<file path="config.mk">
export PLATFORM = sky130hd
export DESIGN_NAME = vdma_timing_gen
export DESIGN_NICKNAME = d
export VERILOG_FILES = /design/src/rtl/vtg_pkg.sv /design/src/rtl/vtg_wrap_counter.sv /design/src/rtl/vdma_timing_gen.sv
export SDC_FILE = /design/constraint.sdc
export NUM_CORES = 1
export LEC_CHECK = 0
export CAP_MARGIN = 10
export CORE_ASPECT_RATIO = 1.5
export CORE_MARGIN = 1.5
export CORE_UTILIZATION = 30
export DETAILED_ROUTE_END_ITERATION = 10
export GPL_TIMING_DRIVEN = 1
export HOLD_SLACK_MARGIN = 0.02
export SYNTH_ARGS = -nofsm -noshare
export SYNTH_HDL_FRONTEND = slang
export SYNTH_SLANG_ARGS = --single-unit
</file>
<file path="constraint.sdc">
create_clock -name clock -period 14.6 [get_ports clock]
set_input_delay 2.92 -clock clock [delete_from_list [all_inputs] [get_ports clock]]
set_output_delay 2.92 -clock clock [all_outputs]
set_load 0.005 [all_outputs]
</file>
<file path="src/rtl/vtg_pkg.sv">
// vtg_pkg: shared types and constants for the video timing generator.
// Optional pre_de output of the top is built when VTG_PRE_DE_EN is defined.
package vtg_pkg;

    // Width of the shadowed configuration fields; the top's CSIZE follows it.
    localparam int VTG_CSIZE = 16;

    localparam string VTG_POL_POS = "POSITIVE";
    localparam string VTG_POL_NEG = "NEGATIVE";

    typedef enum logic [1:0] {
        VTG_IDLE  = 2'd0,
        VTG_LATCH = 2'd1,
        VTG_RUN   = 2'd2
    } vtg_state_e;

    typedef struct packed {
        logic [VTG_CSIZE-1:0] hactive;
        logic [VTG_CSIZE-1:0] hfp;
        logic [VTG_CSIZE-1:0] hsync_len;
        logic [VTG_CSIZE-1:0] hbp;
        logic [VTG_CSIZE-1:0] vactive;
        logic [VTG_CSIZE-1:0] vfp;
        logic [VTG_CSIZE-1:0] vsync_len;
        logic [VTG_CSIZE-1:0] vbp;
    } vtg_cfg_t;

    // 1080p60 reference raster
    localparam int VTG_1080P_HACTIVE = 1920;
    localparam int VTG_1080P_HFP     = 88;
    localparam int VTG_1080P_HSYNC   = 44;
    localparam int VTG_1080P_HBP     = 148;
    localparam int VTG_1080P_VACTIVE = 1080;
    localparam int VTG_1080P_VFP     = 4;
    localparam int VTG_1080P_VSYNC   = 5;
    localparam int VTG_1080P_VBP     = 36;
    localparam int VTG_1080P_HTOTAL  = 2200;
    localparam int VTG_1080P_VTOTAL  = 1125;

endpackage

</file>
<file path="src/rtl/vtg_wrap_counter.sv">
// vtg_wrap_counter: clearable up-counter that rolls over on a terminal value.
// o_wrap is combinational: high on the increment that returns the count to 0.
module vtg_wrap_counter
    import vtg_pkg::*;
#(
    parameter int W = VTG_CSIZE
) (
    input  logic         i_clk,
    input  logic         i_rst,
    input  logic         i_clr,
    input  logic         i_inc,
    input  logic [W-1:0] i_term,
    output logic [W-1:0] o_count,
    output logic         o_wrap
);

    logic [W-1:0] r_count;

    assign o_wrap  = i_inc && (r_count == i_term);
    assign o_count = r_count;

    // Clear dominates; otherwise step and roll over on the terminal value.
    always_ff @(posedge i_clk) begin
        if (i_rst || i_clr) begin
            r_count <= '0;
        end else if (i_inc) begin
            r_count <= o_wrap ? '0 : r_count + 1'b1;
        end
    end

endmodule

</file>
<file path="src/rtl/vdma_timing_gen.sv">
// vdma_timing_gen: raster sync/DE generator for the VDMA read path.
// Define VTG_PRE_DE_EN to add the pre_de prefetch output (PRE_LEAD cycles early).
module vdma_timing_gen
    import vtg_pkg::*;
#(
    parameter string HS_POL   = VTG_POL_POS,
    parameter string VS_POL   = VTG_POL_POS,
`ifdef VTG_PRE_DE_EN
    parameter int    PRE_LEAD = 4,
`endif
    parameter int    CSIZE    = VTG_CSIZE
) (
    input  logic             clock,
    input  logic             rst,
    input  logic             enable,
    input  logic [CSIZE-1:0] hactive,
    input  logic [CSIZE-1:0] hfp,
    input  logic [CSIZE-1:0] hsync_len,
    input  logic [CSIZE-1:0] hbp,
    input  logic [CSIZE-1:0] vactive,
    input  logic [CSIZE-1:0] vfp,
    input  logic [CSIZE-1:0] vsync_len,
    input  logic [CSIZE-1:0] vbp,
    output logic             out_vsync,
    output logic             out_hsync,
    output logic             out_de,
    output logic             frame_start,
    output logic             line_start,
    output logic [CSIZE-1:0] hcount,
    output logic [CSIZE-1:0] vcount,
    output logic             running,
`ifdef VTG_PRE_DE_EN
    output logic             pre_de,
`endif
    output logic             cfg_err
);

    localparam logic [1:0] S_IDLE  = VTG_IDLE;
    localparam logic [1:0] S_LATCH = VTG_LATCH;
    localparam logic [1:0] S_RUN   = VTG_RUN;

    // Totals carry two extra bits so a sum of four fields never overflows.
    localparam int TW = CSIZE + 2;
    localparam logic [TW-1:0]    TOT_MAX = {2'b01, {CSIZE{1'b0}}};
    localparam logic [CSIZE-1:0] ONE     = {{(CSIZE-1){1'b0}}, 1'b1};

    localparam logic HS_ACT = (HS_POL == VTG_POL_NEG) ? 1'b0 : 1'b1;
    localparam logic VS_ACT = (VS_POL == VTG_POL_NEG) ? 1'b0 : 1'b1;

    logic [1:0]       r_state;
    vtg_cfg_t         r_cfg;
    vtg_cfg_t         w_in_cfg;
    logic             r_cfg_err;

    logic [TW-1:0]    w_in_htotal;
    logic [TW-1:0]    w_in_vtotal;
    logic             w_in_legal;

    logic [CSIZE-1:0] w_sh_ha;
    logic [CSIZE-1:0] w_sh_hfp;
    logic [CSIZE-1:0] w_sh_hs;
    logic [CSIZE-1:0] w_sh_hbp;
    logic [CSIZE-1:0] w_sh_va;
    logic [CSIZE-1:0] w_sh_vfp;
    logic [CSIZE-1:0] w_sh_vs;
    logic [CSIZE-1:0] w_sh_vbp;

    logic [TW-1:0]    w_htotal;
    logic [TW-1:0]    w_vtotal;
    logic [CSIZE-1:0] w_hterm;
    logic [CSIZE-1:0] w_vterm;
    logic [TW-1:0]    w_hde_lo;
    logic [TW-1:0]    w_hde_hi;
    logic [TW-1:0]    w_vde_lo;
    logic [TW-1:0]    w_vde_hi;

    logic             w_run;
    logic             w_clr;
    logic [CSIZE-1:0] w_h;
    logic [CSIZE-1:0] w_v;
    logic [TW-1:0]    w_hx;
    logic [TW-1:0]    w_vx;
    logic             w_hwrap;
    logic             w_vwrap;
    logic             w_frame_end;

    logic             w_hs_act;
    logic             w_vs_act;
    logic             w_hwin;
    logic             w_vwin;

    logic             r_vsync;
    logic             r_hsync;
    logic             r_de;
    logic             r_frame_start;
    logic             r_line_start;
    logic [CSIZE-1:0] r_hcount;
    logic [CSIZE-1:0] r_vcount;
    logic             r_running;

    // Pack the live configuration inputs into the shadow layout.
    always_comb begin
        w_in_cfg           = '0;
        w_in_cfg.hactive   = VTG_CSIZE'(hactive);
        w_in_cfg.hfp       = VTG_CSIZE'(hfp);
        w_in_cfg.hsync_len = VTG_CSIZE'(hsync_len);
        w_in_cfg.hbp       = VTG_CSIZE'(hbp);
        w_in_cfg.vactive   = VTG_CSIZE'(vactive);
        w_in_cfg.vfp       = VTG_CSIZE'(vfp);
        w_in_cfg.vsync_len = VTG_CSIZE'(vsync_len);
        w_in_cfg.vbp       = VTG_CSIZE'(vbp);
    end

    assign w_in_htotal = {2'b00, hsync_len} + {2'b00, hbp}
                       + {2'b00, hactive} + {2'b00, hfp};
    assign w_in_vtotal = {2'b00, vsync_len} + {2'b00, vbp}
                       + {2'b00, vactive} + {2'b00, vfp};

    // A total of exactly 2^CSIZE still fits: the counter tops out at all-ones.
    assign w_in_legal = (hactive != '0) && (vactive != '0)
                     && (hsync_len != '0) && (vsync_len != '0)
                     && (w_in_htotal <= TOT_MAX)
                     && (w_in_vtotal <= TOT_MAX);

    assign w_sh_ha  = CSIZE'(r_cfg.hactive);
    assign w_sh_hfp = CSIZE'(r_cfg.hfp);
    assign w_sh_hs  = CSIZE'(r_cfg.hsync_len);
    assign w_sh_hbp = CSIZE'(r_cfg.hbp);
    assign w_sh_va  = CSIZE'(r_cfg.vactive);
    assign w_sh_vfp = CSIZE'(r_cfg.vfp);
    assign w_sh_vs  = CSIZE'(r_cfg.vsync_len);
    assign w_sh_vbp = CSIZE'(r_cfg.vbp);

    assign w_htotal = {2'b00, w_sh_hs} + {2'b00, w_sh_hbp}
                    + {2'b00, w_sh_ha} + {2'b00, w_sh_hfp};
    assign w_vtotal = {2'b00, w_sh_vs} + {2'b00, w_sh_vbp}
                    + {2'b00, w_sh_va} + {2'b00, w_sh_vfp};

    // Low CSIZE bits of (total - 1); exact because legal totals <= 2^CSIZE.
    assign w_hterm = w_htotal[CSIZE-1:0] - ONE;
    assign w_vterm = w_vtotal[CSIZE-1:0] - ONE;

    assign w_hde_lo = {2'b00, w_sh_hs} + {2'b00, w_sh_hbp};
    assign w_hde_hi = w_hde_lo + {2'b00, w_sh_ha};
    assign w_vde_lo = {2'b00, w_sh_vs} + {2'b00, w_sh_vbp};
    assign w_vde_hi = w_vde_lo + {2'b00, w_sh_va};

    assign w_run = (r_state == S_RUN);
    assign w_clr = !w_run;

    vtg_wrap_counter #(
        .W(CSIZE)
    ) u_hcnt (
        .i_clk   (clock),
        .i_rst   (rst),
        .i_clr   (w_clr),
        .i_inc   (w_run),
        .i_term  (w_hterm),
        .o_count (w_h),
        .o_wrap  (w_hwrap)
    );

    vtg_wrap_counter #(
        .W(CSIZE)
    ) u_vcnt (
        .i_clk   (clock),
        .i_rst   (rst),
        .i_clr   (w_clr),
        .i_inc   (w_hwrap),
        .i_term  (w_vterm),
        .o_count (w_v),
        .o_wrap  (w_vwrap)
    );

    // v only advances on an h wrap, so a v wrap marks the last pixel.
    assign w_frame_end = w_hwrap && w_vwrap;

    assign w_hx = {2'b00, w_h};
    assign w_vx = {2'b00, w_v};

    assign w_hs_act = (w_h < w_sh_hs);
    assign w_vs_act = (w_v < w_sh_vs);
    assign w_hwin   = (w_hx >= w_hde_lo) && (w_hx < w_hde_hi);
    assign w_vwin   = (w_vx >= w_vde_lo) && (w_vx < w_vde_hi);

    // Sequencer: latch/check config on start and at every frame end.
    always_ff @(posedge clock) begin
        if (rst) begin
            r_state   <= S_IDLE;
            r_cfg     <= '0;
            r_cfg_err <= 1'b0;
        end else begin
            case (r_state)
                S_IDLE: begin
                    if (enable) begin
                        r_state <= S_LATCH;
                    end
                end
                S_LATCH: begin
                    r_cfg <= w_in_cfg;
                    if (w_in_legal) begin
                        r_cfg_err <= 1'b0;
                        r_state   <= S_RUN;
                    end else begin
                        r_cfg_err <= 1'b1;
                        r_state   <= S_IDLE;
                    end
                end
                S_RUN: begin
                    if (w_frame_end) begin
                        if (enable) begin
                            r_cfg <= w_in_cfg;
                            if (w_in_legal) begin
                                r_cfg_err <= 1'b0;
                            end else begin
                                r_cfg_err <= 1'b1;
                                r_state   <= S_IDLE;
                            end
                        end else begin
                            r_state <= S_IDLE;
                        end
                    end
                end
                default: begin
                    r_state <= S_IDLE;
                end
            endcase
        end
    end

    // Register every raster output one cycle behind the counters.
    always_ff @(posedge clock) begin
        if (rst) begin
            r_vsync       <= ~VS_ACT;
            r_hsync       <= ~HS_ACT;
            r_de          <= 1'b0;
            r_frame_start <= 1'b0;
            r_line_start  <= 1'b0;
            r_hcount      <= '0;
            r_vcount      <= '0;
            r_running     <= 1'b0;
        end else begin
            r_hsync       <= (w_run && w_hs_act) ? HS_ACT : ~HS_ACT;
            r_vsync       <= (w_run && w_vs_act) ? VS_ACT : ~VS_ACT;
            r_de          <= w_run && w_hwin && w_vwin;
            r_line_start  <= w_run && (w_h == '0);
            r_frame_start <= w_run && (w_h == '0) && (w_v == '0);
            r_hcount      <= w_h;
            r_vcount      <= w_v;
            r_running     <= w_run;
        end
    end

`ifdef VTG_PRE_DE_EN
    logic [TW-1:0] w_hpre;
    logic          w_prewin;
    logic          r_pre_de;

    // Looking ahead never crosses into the next line; h+lead below the
    // window start is simply outside it, which clips the lead at h=0.
    assign w_hpre   = w_hx + TW'(PRE_LEAD);
    assign w_prewin = (w_hpre >= w_hde_lo) && (w_hpre < w_hde_hi);

    // Prefetch strobe, same register stage as out_de.
    always_ff @(posedge clock) begin
        if (rst) begin
            r_pre_de <= 1'b0;
        end else begin
            r_pre_de <= w_run && w_prewin && w_vwin;
        end
    end

    assign pre_de = r_pre_de;
`endif

    assign out_vsync   = r_vsync;
    assign out_hsync   = r_hsync;
    assign out_de      = r_de;
    assign frame_start = r_frame_start;
    assign line_start  = r_line_start;
    assign hcount      = r_hcount;
    assign vcount      = r_vcount;
    assign running     = r_running;
    assign cfg_err     = r_cfg_err;

endmodule

</file>
## Word level (Yosys, flattened, before mapping)

Index checks and enable logic that the tools add are counted.
W data, S select, Z words.

- Output and inout bits: 39
- Bits in registers: 201
- Word-level logic and storage cells: 97
- Input bits: 131

- $lt $le $gt $ge: 8
- Equal/unequal tests: 8
- Multiplexer cells: 17
- Reduce and logical (&&, ||, !) cells: 28
- Add/sub/neg operators: 16

Operators by type and width:

| operator | count |
|---|---|
| $mux W128 | 2 |
| $pmux W128 S2 | 1 |
| $add A17 B16 Y18 | 4 |
| $add A16 B16 Y17 | 4 |
| $reduce_bool A16 Y1 | 4 |
| $add A18 B16 Y18 | 2 |
| $le A18 B17 Y1 const B | 2 |
| $lt A16 B18 Y1 | 2 |
| $ge A16 B17 Y1 | 2 |
| $add A16 B1 Y16 const B | 2 |
| $add A16 B16 Y16 | 2 |
| $eq A16 B16 Y1 | 2 |
| $logic_not A16 Y1 | 2 |
| $lt A16 B16 Y1 | 2 |
| $mux W16 | 2 |
| $sub A16 B1 Y16 const B | 2 |
| $logic_and A1 B1 Y1 | 16 |
| $mux W2 | 5 |
| $ne A2 B2 Y1 const B | 3 |
| $pmux W2 S3 | 1 |
| $reduce_and A3 Y1 | 2 |
| $mux W1 | 5 |
| $ne A3 B3 Y1 const B | 1 |
| $eq A2 B1 Y1 const B | 1 |
| other kinds (6) | 6 |

## Logic depth before layout (Yosys ltp)

Gate-level depths: netlist (run 1).

- Word-level depth: 10
- Depth in mapped cells: 35
- Depth with buffers taken out: 31

## Hierarchy

From an unflattened synthesis (run 1), not the netlist that was laid out.

- Cell total of the unflattened synthesis: 2228
- Area, all modules: 17883.4 um^2

By module, submodules not included:

| module | cells each | area each (um^2) | sequential area each (um^2) | times used |
|---|---|---|---|---|
| vdma_timing_gen | 2002 | 15826.4 | 3383.2 | 1 |
| vtg_wrap_counter | 113 | 1028.5 | 320.3 | 2 |

## Least setup slack after synthesis (run 1)

Ideal clock, no wire load.

- Kind: input -> register
- Start: input port vactive[1]
- End: register r_cfg_err, in the netlist cfg_err
- Slack: 7843 ps
- Stages: 15
- Required time: 14529 ps
- Library setup time: 71 ps
- Arrival: 6687 ps
- Buffers on the path: 0
- Path through: fa_1 -> fa_1 -> ha_1 -> fa_1 -> a211o_1 -> a21o_1 -> a31o_2 -> a21o_1 -> a2111oi_0 -> nor3_1 -> xnor2_1 -> a31o_2 -> and3_1 -> or2_1 -> a21oi_1

- Longest elaborated chain between the ends: 10
- Elaborated cells between the ends (all ways): 13
- Classes of those cells: add/sub: 2; order compare: 1; mux: 4; reduce/logical: 6

RTL lines:

| what | line | source |
|---|---|---|
| start, declared | vdma_timing_gen.sv:20 | `input logic [CSIZE-1:0] vactive,` |
| branches (longest 5 deep; another with $add A17 B16 Y18) | -- |  |
| $logic_and A1 B1 Y1 * | vdma_timing_gen.sv:123 | `&& (w_in_vtotal <= TOT_MAX);` |
| $mux W1 * | vdma_timing_gen.sv:201, vdma_timing_gen.sv:213 |  |
| $mux W1 | vdma_timing_gen.sv:211 | `if (enable) begin` |
| $mux W1 | vdma_timing_gen.sv:210 | `if (w_frame_end) begin` |
| $pmux W1 S2 * | vdma_timing_gen.sv:193 | `case (r_state)` |
| end signal, assigned | vdma_timing_gen.sv:202 | `r_cfg_err <= 1'b0;` |
| end signal, assigned | vdma_timing_gen.sv:214 | `r_cfg_err <= 1'b0;` |
| end signal, assigned | vdma_timing_gen.sv:216 | `r_cfg_err <= 1'b1;` |
| end, declared | vdma_timing_gen.sv:53 | `logic r_cfg_err;` |

Every way passes the cells marked *. The select of a mux whose other input is x is not followed.
A chain may end at the register's enable or synchronous reset.

## Worst setup path in the final report (run 1)

- Start: register r_cfg, in the netlist w_sh_vs[1]
- End: register r_cfg, in the netlist w_sh_vs[4]

- Longest elaborated chain between the ends: 9

RTL lines:

| what | line | source |
|---|---|---|
| start, declared | vdma_timing_gen.sv:51 | `vtg_cfg_t r_cfg;` |
| start signal, assigned | vdma_timing_gen.sv:200 | `r_cfg <= w_in_cfg;` |
| start signal, assigned | vdma_timing_gen.sv:212 | `r_cfg <= w_in_cfg;` |
| $add A16 B16 Y17 | -- |  |
| $add A17 B16 Y18 | -- |  |
| $add A16 B16 Y16 | vdma_timing_gen.sv:137 | `+ {2'b00, w_sh_va} + {2'b00, w_sh_vfp};` |
| $sub A16 B1 Y16 | vdma_timing_gen.sv:141 | `assign w_vterm = w_vtotal[CSIZE-1:0] - ONE;` |
| $eq A16 B16 Y1 | vtg_wrap_counter.sv:19 | `assign o_wrap = i_inc && (r_count == i_term);` |
| $logic_and A1 B1 Y1 | vtg_wrap_counter.sv:19 |  |
| $logic_and A1 B1 Y1 | vdma_timing_gen.sv:176 | `assign w_frame_end = w_hwrap && w_vwrap;` |
| $ne A2 B2 Y1 (no line) | -- |  |
| $reduce_and A3 Y1 (no line) | -- |  |

No other way between the ends.

==> impl_metrics.csv, run 1 <==
group,metric,value,unit
status,outcome,"complete, no violations",
synthesis,synth_commonest_cells,"244 x ha_1, 226 x nor2_1, 201 x dfxtp_1",
critical_path,critPathLaunchType,"flip-flop",
critical_path,critPathTopFamily,"simple AND/OR/NAND/NOR gates",
floorplanning,initial_core_util,30.3,%
sta,worst_clock_skew,0.0411,ns
synthesis,synth_nets,2431,
clocking,ctsResizeCount,0,
power,ir_drop,0.0000812,V
synthesis,avgSynthCellArea,8.83,µm²
route,dr.first_iter.drc_count,806,
clocking,cts.sinks,201,
clocking,worstSkewPairLatency,0.57,ns
power,p_leak,9.44,nW
clocking,clk_pin_slew_worst_paths,0.06,ns
route,drc,0,
placed_design,place_hpwl,45.5,mm
sta,setup_viol,0,
synthesis,syn_area,0.0175,mm²
synthesis,ys.flop_type,"dfxtp_1",
hold_path,hp-class,"reg -> reg",
sta,hold_ws,0.455,ns
floorplanning,ioPinCount,170,
floorplanning,core_region_area,0.0578,mm²
clocking,htree_levels,1,
power,p_per_area,118,mW/mm²
synthesis,ys_seq_area_share,22.9,%
sta,period_share,56.4,%
sta,slew_headroom,22.1,%
sta,hold_viol_final,0,
grt,grt_usage,18.6,%
sta,fin_ws,6.36,ns
route,wl_per_cell,19.1,µm
floorplanning,fp-row-count,108,
synthesis,synth_top_area_share,22.9,%
synthesis,async_reset_ff_share,0,%
finish,postLayoutCoreUtil,35.9,%
sta,finalCriticalPeriod,8.24,ns
route,routed_wl,55.8,mm
critical_path,cpPeakStageDelay,0.91,ns
finish,nNetsFinal,2574,
grt,grt.overflow.total,0,
critical_path,cp.required,15.03,ns
critical_path,crit_path_max_fanout,64,
route,drtPass1Iterations,5,
grt,grt_max_degree,92,
synthesis,synth-seq-cells,201,
critical_path,crit_type,"reg -> reg",
synthesis,synth_edf_count,0,
critical_path,arrival,8.67,ns
floorplanning,die_h,299,µm
route,vias_per_cell,5.10,
clocking,cts-root-buf,"clkbuf_16",
clocking,clockBufferDepth,3,
flow_run,cap_violations,0,
clocking,cts_post_setup_buffers_inserted,0,
synthesis,yosysMostFrequentCell,"ha_1",
floorplanning,die_w,200,µm
placed_design,place.port_buffers,169,
critical_path,slowest_stage,"buf_4",
sta,max_clock_freq,121,MHz
sta,rsz0062_at_grt,"no",
finish,drive_gt1_share,3.02,%
route,postRouteAntennaNets,0,
critical_path,cpMostUsedCell,"ha_1",
critical_path,crit_buf_inv,3,
grt,antenna_found_initial,3,
sta,worst_pin_slew,1.14,ns
sta,drv_slew,0,
grt,grt_pass1_wl,87.1,mm
floorplanning,die_area,0.0600,mm²
finish,area_growth,18.3,%
grt,grt_pass1_vias,15625,
synthesis,synth.distinct_cells,70,
synthesis,synth_top_cells_by_area,"dfxtp_1 23%, ha_1 17%, fa_1 8.0%",
synthesis,syn-instance-count,1986,
synthesis,yosys.area.top_type,"dfxtp_1",
sta,fin_setup_tns,0,ns
clocking,cts_tree,"yes",
placed_design,globalplace.congestion,0.921,
clocking,hold_buffers,0,
finish,nFillCells,6034,
route,vias,14897,
critical_path,worstSetupEndpointType,"flip-flop",
synthesis,yosys_warnings,0,
clocking,cts_buffers,26,
placed_design,post-place-ws,6.48,ns
==> cells by family after synthesis <==
logic type                 count (synthesis)  share of synthesized area [%]
buffers and inverters                    239                           6.26
muxes                                    138                           7.89
adders and majority gates                318                           25.6
xor gates and xnor gates                 140                           7.07
DFF                                      201                           22.9
AOI/OAI and AO/OA                        361                           13.6
and+or+nand+nor                          589                           16.6
==> layer usage <==
layer / part of all wire [%] / track usage, % / up-vias
met5: 0.15 / 0.714 / -
met4: 5.6 / 9.27 / 6
met3: 5.0 / 3.04 / 146
met2: 52 / 35.9 / 445
met1: 37 / 19.1 / 7006
li1: - / - / 7294
==> worst reg2reg max path: cells and delay by family, from the launching register on <==
family	cells	cell delay, ns
compound gates	7	1.50
xor+xnor	3	0.53
fa+ha+maj	4	1.36
buf+inv	3	1.59
flops	1	0.34
mux	1	0.34
simple gates	12	2.47
==> final cells by class <==
type,instances,area (µm²),share of cell area (%)
Antenna cell,1,2.50,0.0121
Clock inverter,16,254,1.22
Tap cell,770,963,4.64
Inverter,181,679,3.27
Multi-Input combinational cell,1546,12400,59.9
Clock buffer,32,683,3.29
Sequential cell,201,4020,19.4
Timing Repair Buffer,173,1720,8.30
==> metrics by stage <==
| step | std cells | power, W | area (µm²) |
|---|---|---|---|
| floorplan | 1986 | 0.00147 | 17500 |
| finish | 2920 | 0.00244 | 20800 |
| detailed placement | 2871 | 0.00173 | 19800 |
| global placement | 2871 | 0.00171 | 19800 |
| global route | 2919 | 0.00263 | 20800 |
| CTS | 2919 | 0.00246 | 20800 |
==> path summary, 6_finish.rpt <==
check | start | to | slack [ns] | cells after the start
worst max-delay path | w_sh_vs[1]$_SDFFE_PP0P_ | w_sh_vs[4]$_SDFFE_PP0P_ | 6.36 | 30
worst min-delay path | cfg_err$_SDFFE_PP0P_ | cfg_err$_SDFFE_PP0P_ | 0.45 | 2
worst min register to register | cfg_err$_SDFFE_PP0P_ | cfg_err$_SDFFE_PP0P_ | 0.45 | 2
worst max register to register | w_sh_vs[1]$_SDFFE_PP0P_ | w_sh_vs[4]$_SDFFE_PP0P_ | 6.36 | 30
==> report_power, final <==
part | leakage, nW | switching [W] | internal (W)
Sequential | 1.63 | 0.0000194 | 0.000573
Clock | 0.442 | 0.000269 | 0.000440
Combinational | 7.37 | 0.000632 | 0.000506
Total | 9.44 | 0.000921 | 0.00152
==> cells in the final DEF, fill, tap and decap left out, types with 45 or more instances in the layout <==
cell,netlist,layout
a21o_1,60,60
a21oi_1,97,97
clkdlybuf4s50_1,0,168
dfxtp_1,201,201
fa_1,70,70
ha_1,244,244
inv_1,181,181
mux2i_1,136,136
nand2_1,66,66
nor2_1,226,226
nor2b_1,45,45
o21ai_0,66,66
xnor2_1,83,83
xor2_1,56,56
Power figures use the tool's default switching activity.
==> inputs of run 2 (changes only) <==
==> constraint.sdc (replaced) <==
create_clock -name clock -period 6.7 [get_ports clock]
set_input_delay 1.34 -clock clock [delete_from_list [all_inputs] [get_ports clock]]
set_output_delay 1.34 -clock clock [all_outputs]
set_load 0.005 [all_outputs]
==> impl_metrics.csv, run 2 (same netlist as run 1, synthesis figures left out) <==
group,metric,value,unit
status,outcome,"complete, no violations",
floorplanning,die_area,0.0600,mm²
hold_path,hold_start,"cfg_err$_SDFFE_PP0P_",
floorplanning,ioPinCount,170,
clocking,htree_levels,1,
route,drc,0,
route,dr.first_iter.drc_count,714,
clocking,cts.sinks,201,
critical_path,regToRegSetupSlack,0.34,ns
clocking,cts-root-buf,"clkbuf_16",
finish,area_growth,22.8,%
critical_path,arrival,6.77,ns
critical_path,crit_type,"reg -> reg",
critical_path,reg2regPathDepth,32,
placed_design,place_hpwl,46.4,mm
power,p_leak,9.79,nW
route,vias,15118,
sta,worst_clock_skew,0.0391,ns
finish,nNetsFinal,2625,
hold_path,hp-class,"reg -> reg",
critical_path,slowest_stage,"or3_1",
route,postRouteAntennaNets,0,
grt,grt_pass1_vias,15587,
hold_path,holdPathEnd,"cfg_err$_SDFFE_PP0P_",
critical_path,cp_num_cells,32,
sta,drv_slew,0,
clocking,cts_tree,"yes",
critical_path,startpoint,"w_sh_vs[1]$_SDFFE_PP0P_",
floorplanning,die_h,299,µm
route,vias_per_cell,5.09,
sta,period_share,94.9,%
critical_path,crit_buf_inv,5,
power,p_total,0.00548,W
critical_path,cp.required,7.11,ns
critical_path,worstSetupEndpointType,"flip-flop",
power,p_per_area,254,mW/mm²
clocking,cts_buffers,26,
grt,grt_max_degree,87,
finish,final_cell_mix,"239 x ha_1, 225 x nor2_1, 199 x dfxtp_1, 181 x inv_1, 168 x clkdlybuf4s50_1",
grt,grt_usage,18.8,%
sta,worst_pin_slew,1.08,ns
clocking,clockBufferDepth,3,
grt,grt.overflow.total,0,
sta,setup_viol,0,
grt,antenna_found_initial,1,
clocking,worstSkewPairLatency,0.57,ns
critical_path,worstReg2RegEnd,"w_sh_hfp[12]$_SDFFE_PP0P_",
critical_path,critPathTopFamily,"simple AND/OR/NAND/NOR gates",
finish,drive_gt1_share,7.41,%
sta,max_clock_freq,157,MHz
power,ir_drop,0.000171,V
floorplanning,core_region_area,0.0578,mm²
route,wl_per_cell,19.6,µm
critical_path,critPathLaunchType,"flip-flop",
route,routed_wl,58.3,mm
sta,finalCriticalPeriod,6.36,ns
hold_path,holdPathStages,2,
flow_run,cap_violations,0,
sta,slew_headroom,26.2,%
sta,hold_viol_final,0,
critical_path,r2r_start,"w_sh_vs[1]$_SDFFE_PP0P_",
critical_path,cpPeakStageDelay,0.41,ns
route,drtPass1Iterations,5,
floorplanning,initial_core_util,30.3,%
sta,hold_ws,0.461,ns
floorplanning,die_w,200,µm
finish,nFillCells,5997,
grt,grt_pass1_wl,87.4,mm
floorplanning,fp-row-count,108,
placed_design,place.port_buffers,169,
critical_path,cpMostUsedCell,"ha_1",
clocking,clk_pin_slew_worst_paths,0.06,ns
placed_design,globalplace.congestion,0.889,
sta,fin_setup_tns,0,ns
finish,layout_commonest_cell,"ha_1",
critical_path,crit_path_max_fanout,11,
## run 2: cell count changes in the layout (fill, tap and decap cells not counted), moves of 5 or more
cell / previous run / this run
xor2_2: 0 / 7
a21oi_2: 0 / 11
a21oi_1: 97 / 86
xor2_1: 56 / 48
ha_1: 244 / 239
buf_4: 4 / 42
## run 2: power breakdown
group,leakage (nW),switching [W],internal [W]
Clock,0.440,0.000600,0.000920
Sequential,1.63,0.0000434,0.00125
Combinational,7.72,0.00146,0.00121
Total,9.79,0.00211,0.00337
## run 2: tightest hold or removal path, stage by stage (launching register included)
cell and delay [ns]:
dfxtp_1 0.31, nand2_1 0.05, a21oi_1 0.05
## run 2: cell type report
| class | instances | area, µm² | area share [%] |
|---|---|---|---|
| Sequential cell | 201 | 4030 | 18.7 |
| Timing Repair Buffer | 223 | 2260 | 10.5 |
| Tap cell | 770 | 963 | 4.47 |
| Clock inverter | 18 | 248 | 1.15 |
| Antenna cell | 1 | 2.50 | 0.0116 |
| Clock buffer | 29 | 672 | 3.12 |
| Multi-Input combinational cell | 1547 | 12700 | 58.9 |
| Inverter | 181 | 679 | 3.15 |
## run 2: how the worst max path moves through the flow
stage,end,slack (ns)
after floorplan,w_sh_ha[1]$_SDFFE_PP0P_,0.55
after global placement,w_sh_hs[10]$_SDFFE_PP0P_,0.15
after detailed placement,w_sh_ha[15]$_SDFFE_PP0P_,-0.02
after CTS,w_sh_hs[1]$_SDFFE_PP0P_,0.06
after global routing,w_sh_vbp[9]$_SDFFE_PP0P_,-0.04
final,w_sh_hfp[12]$_SDFFE_PP0P_,0.34
## run 2: what timing repair did
item	in CTS	in global routing
pin swaps	0	20
endpoints found under the hold margin	0	0
gates resized for setup	2	61
cloned	0	6
setup buffers	0	15
hold buffers	0	0
endpoints found under the setup margin	47	160
## run 2: per-stage QoR
| step | instances | instance area [µm²] | worst slack (ns) | utilization (%) |
|---|---|---|---|---|
| detailed placement | 2901 | 20100 | -0.0167 | 34.7 |
| global placement | 2901 | 20100 | 0.153 | 34.7 |
| floorplan | 1986 | 17500 | 0.546 | - |
| global route | 2969 | 21500 | -0.0392 | 37.3 |
| finish | 2970 | 21500 | 0.343 | 37.3 |
| CTS | 2948 | 21000 | 0.0603 | 36.3 |
## run 2: metal layers
metal | track usage (%) | share of wire, % | up-vias
met2 | 36.7 | 54 | 388
met3 | 2.40 | 4.0 | 121
met1 | 19.9 | 38 | 7214
li1 | - | - | 7393
met4 | 8.00 | 4.5 | 2
met5 | 0 | 0.024 | -
